[src/rtl/ball_game_ctrl.sv]
// ball_game_ctrl - tilt-ball game sequencer.
// Synchronises the start/pause buttons, derives a slow game tick, runs the
// hit test against the target and the hole, and sequences the game through
// IDLE/COUNT/PLAY/PAUSED/GOAL/FALL/OVER while keeping lives, score and countdown.
// Optional feature: define ROUND_TIMEOUT_EN to add a per-round time limit
// (o_time_left); without it o_time_left is tied to 0.
module ball_game_ctrl #(
    parameter int TICK_DIV    = 1048576,
    parameter int TARGET_X    = 200,
    parameter int TARGET_Y    = 100,
    parameter int TARGET_R    = 16,
    parameter int HOLE_X      = 100,
    parameter int HOLE_Y      = 450,
    parameter int HOLE_R      = 16,
    parameter int LIVES       = 3,
    parameter int COUNTDOWN   = 3,
    parameter int HOLD_TICKS  = 16,
    parameter int ROUND_TICKS = 255
) (
    input  logic       clk,
    input  logic       arst_n,
    input  logic       i_btn_start,
    input  logic       i_btn_pause,
    input  logic [8:0] i_ball_x,
    input  logic [9:0] i_ball_y,
    output logic       o_reset_position,
    output logic       o_pause,
    output logic [2:0] o_state,
    output logic [1:0] o_lives,
    output logic [7:0] o_score,
    output logic [1:0] o_countdown,
    output logic [7:0] o_time_left
);

`ifdef ROUND_TIMEOUT_EN
    localparam bit TIMEOUT_EN = 1'b1;
`else
    localparam bit TIMEOUT_EN = 1'b0;
`endif

    localparam int DIV_W = (TICK_DIV > 1) ? $clog2(TICK_DIV) : 1;

    typedef enum logic [2:0] {
        S_IDLE   = 3'd0,
        S_COUNT  = 3'd1,
        S_PLAY   = 3'd2,
        S_PAUSED = 3'd3,
        S_GOAL   = 3'd4,
        S_FALL   = 3'd5,
        S_OVER   = 3'd6
    } state_t;

    // Squared-distance capture test; magnitudes are taken first so the
    // squares stay unsigned at 23 bits.
    function automatic logic in_radius(input logic [8:0] x, input logic [9:0] y,
                                       input int cx, input int cy, input int r);
        logic [10:0] dx, dy, adx, ady;
        logic [22:0] sum;
        dx  = {2'b00, x} - 11'(cx);
        dy  = {1'b0, y} - 11'(cy);
        adx = dx[10] ? (~dx + 11'd1) : dx;
        ady = dy[10] ? (~dy + 11'd1) : dy;
        sum = 23'(adx) * 23'(adx) + 23'(ady) * 23'(ady);
        return sum <= 23'(r * r);
    endfunction

    state_t           state_q, state_d;
    logic [DIV_W-1:0] div_q, div_d;
    logic [2:0]       start_pipe_q, start_pipe_d;   // [0] meta, [1] sync, [2] previous
    logic [2:0]       pause_pipe_q, pause_pipe_d;
    logic             tgt_hit_q, tgt_hit_d;
    logic             hole_hit_q, hole_hit_d;
    logic [1:0]       mask_q, mask_d;               // PLAY cycles still ignoring hits
    logic [4:0]       hold_q, hold_d;
    logic [1:0]       lives_q, lives_d;
    logic [7:0]       score_q, score_d;
    logic [1:0]       cd_q, cd_d;
    logic [7:0]       time_q, time_d;

    logic tick, start_edge, pause_edge, hit_ok, timeout;

    // Front end: tick divider, button synchronisers/edge detect, hit pipeline.
    always_comb begin
        tick         = (div_q == DIV_W'(TICK_DIV - 1));
        div_d        = tick ? '0 : div_q + DIV_W'(1);
        start_pipe_d = {start_pipe_q[1:0], i_btn_start};
        pause_pipe_d = {pause_pipe_q[1:0], i_btn_pause};
        start_edge   = start_pipe_q[1] & ~start_pipe_q[2];
        pause_edge   = pause_pipe_q[1] & ~pause_pipe_q[2];
        tgt_hit_d    = in_radius(i_ball_x, i_ball_y, TARGET_X, TARGET_Y, TARGET_R);
        hole_hit_d   = in_radius(i_ball_x, i_ball_y, HOLE_X, HOLE_Y, HOLE_R);
    end

    // Next-state and bookkeeping for the game sequencer.
    always_comb begin
        // NOTE: every signal gets a default before the case so no path leaves it
        // unassigned, which would otherwise infer a latch.
        state_d = state_q;
        mask_d  = mask_q;
        hold_d  = hold_q;
        lives_d = lives_q;
        score_d = score_q;
        cd_d    = cd_q;
        time_d  = time_q;
        hit_ok  = (mask_q == 2'd0);
        timeout = 1'b0;

        case (state_q)
            S_IDLE: begin
                if (start_edge) begin
                    state_d = S_COUNT;
                    lives_d = 2'(LIVES);
                    score_d = 8'd0;
                    cd_d    = 2'(COUNTDOWN);
                end
            end
            S_COUNT: begin
                if (tick) begin
                    if (cd_q == 2'd1) begin
                        state_d = S_PLAY;
                        cd_d    = 2'd0;
                        mask_d  = 2'd2;
                        if (TIMEOUT_EN) time_d = 8'(ROUND_TICKS);
                    end else begin
                        cd_d = cd_q - 2'd1;
                    end
                end
            end
            S_PLAY: begin
                if (mask_q != 2'd0) mask_d = mask_q - 2'd1;
                if (TIMEOUT_EN && tick && time_q != 8'd0) begin
                    time_d  = time_q - 8'd1;
                    timeout = (time_q == 8'd1);
                end
                // Hole beats target; a real hit beats the timeout; any fall beats pause.
                if ((hit_ok && hole_hit_q) || (timeout && !(hit_ok && tgt_hit_q))) begin
                    state_d = S_FALL;
                    hold_d  = 5'd0;
                    if (lives_q != 2'd0) lives_d = lives_q - 2'd1;
                end else if (hit_ok && tgt_hit_q) begin
                    state_d = S_GOAL;
                    hold_d  = 5'd0;
                    if (score_q != 8'hff) score_d = score_q + 8'd1;
                end else if (pause_edge) begin
                    state_d = S_PAUSED;
                end
            end
            S_PAUSED: begin
                if (start_edge) begin
                    state_d = S_IDLE;
                end else if (pause_edge) begin
                    state_d = S_PLAY;
                    mask_d  = 2'd2;
                end
            end
            S_GOAL, S_FALL: begin
                if (tick) begin
                    if (hold_q == 5'(HOLD_TICKS - 1)) begin
                        if (state_q == S_FALL && lives_q == 2'd0) begin
                            state_d = S_OVER;
                        end else begin
                            state_d = S_COUNT;
                            cd_d    = 2'(COUNTDOWN);
                        end
                    end else begin
                        hold_d = hold_q + 5'd1;
                    end
                end
            end
            S_OVER: begin
                if (start_edge) state_d = S_IDLE;
            end
            default: state_d = S_IDLE;
        endcase
    end

    // All state flops, cleared asynchronously by arst_n.
    always_ff @(posedge clk or negedge arst_n) begin
        if (!arst_n) begin
            state_q      <= S_IDLE;
            div_q        <= '0;
            start_pipe_q <= 3'd0;
            pause_pipe_q <= 3'd0;
            tgt_hit_q    <= 1'b0;
            hole_hit_q   <= 1'b0;
            mask_q       <= 2'd0;
            hold_q       <= 5'd0;
            lives_q      <= 2'd0;
            score_q      <= 8'd0;
            cd_q         <= 2'd0;
            time_q       <= 8'd0;
        end else begin
            // NOTE: non-blocking assignments so every flop samples the values
            // from before this edge, independent of statement order.
            state_q      <= state_d;
            div_q        <= div_d;
            start_pipe_q <= start_pipe_d;
            pause_pipe_q <= pause_pipe_d;
            tgt_hit_q    <= tgt_hit_d;
            hole_hit_q   <= hole_hit_d;
            mask_q       <= mask_d;
            hold_q       <= hold_d;
            lives_q      <= lives_d;
            score_q      <= score_d;
            cd_q         <= cd_d;
            time_q       <= time_d;
        end
    end

    assign o_state          = state_q;
    assign o_reset_position = (state_q == S_IDLE) || (state_q == S_COUNT);
    assign o_pause          = (state_q != S_PLAY);
    assign o_lives          = lives_q;
    assign o_score          = score_q;
    assign o_countdown      = cd_q;
    assign o_time_left      = time_q;

endmodule

[config.mk]
export PLATFORM = sky130hd
export DESIGN_NAME = ball_game_ctrl
export DESIGN_NICKNAME = d
export VERILOG_FILES = /design/src/rtl/ball_game_ctrl.sv
export SDC_FILE = /design/constraint.sdc
export NUM_CORES = 1
export LEC_CHECK = 0
export BUFFER_PORTS_ARGS = -buffer_cell sky130_fd_sc_hd__buf_2
export CAP_MARGIN = 10
export CORE_ASPECT_RATIO = 1.2
export CORE_MARGIN = 2
export CORE_UTILIZATION = 50
export DETAILED_ROUTE_END_ITERATION = 6
export HOLD_SLACK_MARGIN = 0.02
export PLACE_DENSITY_LB_ADDON = 0.15
export SETUP_SLACK_MARGIN = 0.5
export SLEW_MARGIN = 0
export SYNTH_ARGS = -nofsm -noshare
export SYNTH_HDL_FRONTEND = slang
export SYNTH_SLANG_ARGS = --single-unit
[constraint.sdc]
create_clock -name clk -period 5.2 [get_ports clk]
set_input_delay 0.26 -clock clk [delete_from_list [all_inputs] [get_ports clk]]
set_output_delay 0.26 -clock clk [all_outputs]
set_load 0.005 [all_outputs]
==> metrics.txt, run 1 <==
Vias/cell 4.85; vias in the first global route between 10000 and 15000; crit-path max cell delay approximately 0.58 ns; most common cell in the netlist inv_1; initial core utilization 50.9%; top cells by count, synth inv_1 (497), fa_1 (334), ha_1 (201); Critical-path top delay cell fa_2; Die H just over 200 um; # setup viols final 2; GPL Wtd Cong approximately 0.88; Synth top area share between 30% and 40%; dpl hpwl approximately 34 mm; cts bufs inserted 5; port bufs 39; Min-Delay Path Class input pin to flop; num rows 73; H-tree lvl count 2; min Tclk post-route about 7.4 ns; clock skew between 0.01 and 0.015 ns; largest net degree at the start of global routing slightly above 50; fmax roughly 140 MHz; Hold Violations, Final 0; Seq cells post-synth 50; Core Util, Final around two thirds; WHS Path Cells 1; critical hold path startpoint i_btn_start; Distinct cells, synth between 80 and 90; biggest area consumer among synthesized cells fa_1; failing checks negative setup slack; CP max FO 6; worst skew pair latency roughly 0.30 ns; synth warn 0; wire length per cell after detailed routing approximately 14 um; final antenna diode count 0; Root Buffer clkbuf_16; WP data arrival around 7.6 ns; top_reg_cell synth dfrtp_1; transition time of the tightest slew-check pin ~0.79 ns; Synth area leaders fa_1 (40%), ha_1 (15%), inv_1 (11%), dfrtp_1 (7.4%), nor2_1 (3.3%); Syn Std Cell Area ~17000 um^2; Fillers about 2700; Chip Width approximately 170 um; CP Class input pin to flop; worst setup margin -2.20 ns; Setup WS pre-CTS -2.79 ns; cell mode on critical path fa_2; WHS Endpoint start_pipe_q[0]; post-route clock period utilization 142%; Detailed Route WL 39.9 mm; Nets 2917; Core Box Area approximately 33000 um^2; CTS Sinks 50; detailed-route via count 13600; Cells after Synth approximately 1900; Register-to-Register Setup Slack around 2.3 ns; Final Max Slew Viols 0; Total GRT Usage 23.2%; total of max-cap violations 0; Reg-to-Reg End o_countdown[1]; number of DRC markers in iteration 0 roughly 500; RSZ-0062 raised after global routing yes; Residual DRC 0; Placed Area 20700 um^2; Die Area between 30000 and 40000 um^2; Data required, critical path 5.43 ns; worst r2r src div_q[0]; CTS tree yes; Post-synth ARST share 100%; initial antenna violation count 0; Max Root-Sink Buffers 2; hold slack approximately 0.065 ns; Post-DRT Antenna Nets 0; Crit. End Element flop; Seq/Total Area, Yosys 7.42%; startpoint types input pin; first-pass GRT wire length between 60 and 70 mm; EDFF count, synth 0; CTS clk-pin slew, worst paths about 0.070 ns; share of cells above drive strength 1 30.7%; I/O Pins 48; Worst Reg-to-Reg Cells 9; drt pass-1 iters 5; Syn-to-layout area delta 34.1%; Congestion Overflow GR 0; post-route design area 22600 um^2; Max-slew headroom a little under half; syn avg cell area between 9 and 10 um^2; status finished, violations left
metrics by stage:
stage | TNS, ns | instances
finish | -4.29 | 2810
global route | -4.85 | 2810
CTS | -4.33 | 2780
detailed placement | -5.51 | 2754
global placement | -5.19 | 2754
floorplan | -4.07 | 1971
worst max-delay path by stage:
stage                 from    endpoint  slack, ns  cells after the start
2_1_floorplan  i_ball_y[1]  hole_hit_q      -2.09                     29
3_3_place_gp   i_ball_y[3]  hole_hit_q      -2.60                     30
3_5_place_dp   i_ball_y[3]  hole_hit_q      -2.79                     30
4_1_cts        i_ball_x[3]  hole_hit_q      -2.25                     30
5_1_grt        i_ball_x[3]  hole_hit_q      -2.44                     33
6_report       i_ball_x[3]  hole_hit_q      -2.20                     33
sequential cells by signal, summed over array words and instances, names as in the netlist, 2 cells and up:
register,flops
div_q,20
o_score,8
hold_q,5
o_state,3
pause_pipe_q,3
start_pipe_q,3
mask_q,2
o_countdown,2
o_lives,2
final cells by class:
class	count	area, um^2	share of cell area [%]
clock inverters	3	28.8	0.127
repair buffers	414	3250	14.4
multi-input cells	1388	15500	68.5
clock buffers	5	125	0.553
well taps	450	563	2.49
inverters	500	1920	8.48
flip-flops and latches	50	1250	5.53
routing by layer:
| layer | global-route usage [%] | routed length [um] | share of wire, % | up-vias |
|---|---|---|---|---|
| li1 | - | - | - | 6579 |
| met1 | 29.6 | 16700 | 42 | 6801 |
| met2 | 43.3 | 21300 | 53 | 203 |
| met3 | 2.31 | 1370 | 3.4 | 47 |
| met4 | 2.97 | 558 | 1.4 | 0 |
| met5 | 0 | 0 | 0 | - |
critical path, delay by kind of cell:
| kind | cells | cell delay (ns) |
|---|---|---|
| AND/OR/NAND/NOR | 6 | 0.96 |
| AO/OA/AOI/OAI | 7 | 1.42 |
| XOR/XNOR | 2 | 0.29 |
| adder cells (fa/ha/maj) | 9 | 3.92 |
| buffers and inverters | 9 | 0.76 |
what timing repair did:
item	in CTS	in global routing
endpoints found under the hold margin	0	0
pin swaps	61	209
buffers inserted	18	30
gates resized for setup	86	253
hold buffers	0	0
setup endpoints to repair	2	2
cell families after synthesis:
group	after synthesis	share of synthesized area, %
AO/OA/AOI/OAI	191	7.63
other	2	0.0445
adder cells (fa/ha/maj)	535	54.5
buffers and inverters	533	12.1
multiplexers	15	0.935
XOR/XNOR	97	5.17
flip-flops	50	7.42
AND/OR/NAND/NOR	440	12.1
cells in the final DEF (no fill, tap or decap), types with 37 or more instances in the layout:
cell,Yosys,layout
a21oi_1,55,40
inv_2,2,45
fa_1,334,303
buf_4,8,337
dfrtp_1,50,50
inv_1,497,446
conb_1,2,110
ha_1,201,172
nand2_1,134,107
xor2_1,45,37
nor2_1,150,123
Power of run 1 is left out: the tool's default activity adds up to more than one toggle a clock period on the data nets, which glitch-free logic cannot reach.
==> inputs of run 2 (changes only) <==
Settings changed: SKIP_CTS_REPAIR_TIMING set to 1.
==> run 2 against run 1 <==
Compared with the run above: the flow still finishes with violations (negative setup slack); clock skew hardly changed; critical path depth is 1 higher; non-clock buffer count is 17 lower; maximum frequency is 0.11% higher; worst setup slack better by 0.0083 ns; via count is 0.87% lower; first-iteration DRC count is 3.2% higher; global-route usage is 0.34 points lower; die area stayed put; utilization is 1.8 points lower; flip-flop and latch count stayed put.
==> metrics.txt, run 2 (synthesis gave the netlist of run 1 again) <==
worst r2r src div_q[0]; Max Root-Sink Buffers 2; GPL Wtd Cong 0.883; Chip Width 172 um; Congestion Overflow GR 0; post-route design area between 20000 and 25000 um^2; min Tclk post-route around 7.4 ns; initial antenna violation count 0; Max-slew headroom about 47%; transition time of the tightest slew-check pin 0.787 ns; commonest non-fill, non-tap cell in the layout inv_1; grt met1 use between 20 and 30%; Largest Register div_q; Total GRT Usage between 20% and 30%; status finished, violations left; total of max-cap violations 0; Vias/cell ~4.8; worst skew pair latency about 0.30 ns; CP Class input pin to flop; Die H approximately 210 um; detailed-route via count 13500; WHS Endpoint start_pipe_q[0]; Detailed Route WL around 39 mm; CP max FO 6; Syn-to-layout area delta 30.5%; Finished Layout Cells around 2800; setup TNS -4.30 ns; max reg flops 20; Die Area ~35000 um^2; H-tree lvl count 2; dpl hpwl approximately 34 mm; Nets 2900; Reg-to-Reg End o_countdown[1]; Crit. End Element flop; post-route clock period utilization 142%; Hold Violations, Final 0; critical hold path startpoint i_btn_start; clock skew roughly 0.013 ns; num rows 73; GR met3 Demand/Resource about 2.1%; worst setup margin -2.19 ns; Residual DRC 0; RSZ-0062 raised after global routing yes; number of DRC markers in iteration 0 between 500 and 600; Data required, critical path 5.43 ns; Min-Delay Path Class input pin to flop; first-pass GRT wire length approximately 65 mm; DP Cell Count ~2800; most frequent cells in the layout inv_1 (457), buf_4 (339), fa_1 (309); largest net degree at the start of global routing 51; initial core utilization 50.9%; cell mode on critical path buf_6; CTS clk-pin slew, worst paths around 0.070 ns; drt pass-1 iters 4; startpoint types input pin; Worst Reg-to-Reg Cells 9; hold slack approximately 0.067 ns; Core Box Area ~33000 um^2; CTS tree yes; grt peak-use layer met2; fmax ~140 MHz; Register-to-Register Setup Slack 2.32 ns; crit-path max cell delay between 0.5 and 0.6 ns; I/O Pins 48; Crit path max-delay family adder cells; vias in the first global route 14400; failing checks negative setup slack; wire length per cell after detailed routing roughly 14 um; CTS Sinks 50; Placed Area a little over 20000 um^2; WHS Path Cells 1; worst path bufs/invs 11; grt met2 use a little over two fifths; WP data arrival 7.62 ns; port bufs 39; cts bufs inserted 5; # setup viols final 2; final antenna diode count 0; Post-DRT Antenna Nets 0; share of cells above drive strength 1 between 20% and 30%; Root Buffer clkbuf_16; Critical-path top delay cell fa_2; Final Max Slew Viols 0
-- run 2: worst reg2reg max path, delay by kind of cell (launching register included) --
kind	cells	cell delay (ns)
compound gates	4	0.94
fa+ha+maj	1	0.19
flops	1	0.38
simple gates	4	1.31
-- run 2: worst max path at each step --
stage,startpoint,depth (start not counted),end
finish,i_ball_x[3],34,hole_hit_q
global route,i_ball_y[2],30,hole_hit_q
CTS,i_ball_y[3],30,hole_hit_q
detailed placement,i_ball_y[3],30,hole_hit_q
global placement,i_ball_y[3],30,hole_hit_q
floorplan,i_ball_y[1],29,hole_hit_q
-- run 2: final cells by class --
class	count	area [um^2]
clock buffers	5	125
clock inverters	3	28.8
fillers	2778	11100
inverters	500	1910
multi-input cells	1388	15100
flip-flops and latches	50	1250
well taps	450	563
repair buffers	397	3040
-- run 2: metrics by stage --
stage	setup WS [ns]	util, %
2_1_floorplan	-2.09	-
3_3_place_gp	-2.60	62.4
3_5_place_dp	-2.79	62.4
4_1_cts	-2.49	62.9
5_1_grt	-2.41	66.4
6_report	-2.19	66.4
-- run 2: layer usage --
layer  part of all wire, %  vias to the layer above  wire length, um
met5                     0                        -                0
met4                   1.4                        0              560
met3                   3.6                       36             1390
met2                    53                      200            20700
met1                    42                     6740            16200
li1                      -                     6536                -
Power of run 2 is left out for the same reason.
==> inputs of run 3 (changes only) <==
Settings changed: REMOVE_ABC_BUFFERS set to 1.
==> run 3 against run 2 <==
Compared with the run above: the flow still finishes with violations (negative setup slack); clock-buffer cell count unchanged; worst setup slack improved by 0.016 ns; final cell count about the same; global-route usage increased by 0.35 points; critical path depth decreased by 3; first-iteration DRC count increased by 9.1%; worst hold slack improved by 0.0036 ns; design area decreased by 1.2%.
==> metrics.txt, run 3 (synthesis gave the netlist of run 1 again) <==
Max Root-Sink Buffers 2; cell mode on critical path fa_1; port bufs 39; Min-Delay Path Class input pin to flop; I/O Pins 48; GR met3 Demand/Resource a little over 2%; initial core utilization about half; Crit. End Element flop; CTS clk-pin slew, worst paths approximately 0.09 ns; WP data arrival between 7 and 8 ns; fmax 136 MHz; Post-DRT Antenna Nets 0; Largest Register div_q; Detailed Route WL 39.0 mm; CTS tree yes; wire length per cell after detailed routing 14.0 um; post-route clock period utilization 142%; Nets around 2900; detailed-route via count roughly 14000; share of cells above drive strength 1 26.4%; failing checks negative setup slack; Residual DRC 0; CP Class input pin to flop; Total GRT Usage around 23%; grt peak-use layer met2; # setup viols final 2; grt met2 use around 43%; CTS Sinks 50; Critical-path top delay cell fa_1; dpl hpwl around 34 mm; drt pass-1 iters 4; Die H ~210 um; worst skew pair latency 0.31 ns; Congestion Overflow GR 0; cts bufs inserted 5; Final Max Slew Viols 0; Hold Violations, Final 0; GPL Wtd Cong 0.900; Core Util, Final about 66%; worst setup margin -2.17 ns; final antenna diode count 0; vias in the first global route between 10000 and 15000; most frequent cells in the layout inv_1 (469), buf_4 (339), fa_1 (312); clock skew 0.0145 ns; largest net degree at the start of global routing 51; Root Buffer clkbuf_16; commonest non-fill, non-tap cell in the layout inv_1; Core Box Area 33200 um^2; Max-slew headroom between 40% and 50%; startpoint types input pin; grt met1 use around 30%; Chip Width 172 um; Vias/cell 4.85; status finished, violations left; Data required, critical path 5.45 ns; Syn-to-layout area delta 28.9%; min Tclk post-route 7.37 ns; crit-path max cell delay 0.58 ns; H-tree lvl count 2; Die Area approximately 35000 um^2; max reg flops 20; total of max-cap violations 0; RSZ-0062 raised after global routing yes; number of DRC markers in iteration 0 ~570; num rows 73; CP max FO 4; transition time of the tightest slew-check pin 0.769 ns; initial antenna violation count 0; first-pass GRT wire length 65.7 mm
==> run 3: changes by cell type in the layout (fill, tap and decap cells not counted), sizes merged <==
cell         delta
clkinvlp        -1
dlygate4sd3     +1
buf             -3
clkinv          +1
==> run 3: cell type report <==
| type | instances | area, um^2 |
|---|---|---|
| clock inverters | 3 | 28.8 |
| flip-flops and latches | 50 | 1250 |
| fillers | 2802 | 11400 |
| inverters | 500 | 1890 |
| repair buffers | 395 | 2960 |
| well taps | 450 | 563 |
| multi-input cells | 1388 | 14900 |
| clock buffers | 5 | 125 |
==> run 3: worst paths after layout <==
path / from / endpoint / slack, ns / cells after the start
setup / recovery: i_ball_y[2] / hole_hit_q / -2.17 / 31
hold / removal: i_btn_start / start_pipe_q[0] / 0.07 / 1
setup reg to reg: div_q[0] / o_countdown[1] / 2.33 / 9
hold reg to reg: pause_pipe_q[0] / pause_pipe_q[1] / 0.36 / 0
max in group asynchronous: arst_n / div_q[17] / 4.18 / 3
min in group asynchronous: arst_n / tgt_hit_q / 0.47 / 2
==> run 3: per-stage QoR <==
stage	std cells	area [um^2]	hold slack [ns]	setup slack, ns	setup TNS [ns]
after global routing	2791	21800	0.0563	-2.45	-4.78
after global placement	2760	20400	0.336	-2.78	-5.39
after CTS	2768	20500	0.0636	-2.70	-5.08
final	2791	21800	0.0709	-2.17	-4.18
after detailed placement	2760	20400	0.340	-3.02	-5.72
after floorplan	1938	17100	-0.0356	-2.71	-5.02
==> run 3: worst max-delay path, delay by kind of cell <==
kind	cells	cell delay, ns
xor+xnor	3	0.55
simple gates	3	0.56
compound gates	7	1.51
buf+inv	9	0.84
fa+ha+maj	9	3.88
==> run 3: metal layers <==
metal | part of all wire [%] | routed length [um]
met1 | 42 | 16200
met2 | 53 | 20600
met3 | 3.9 | 1530
met4 | 1.7 | 660
met5 | 0 | 0
Power of run 3 is left out for the same reason.
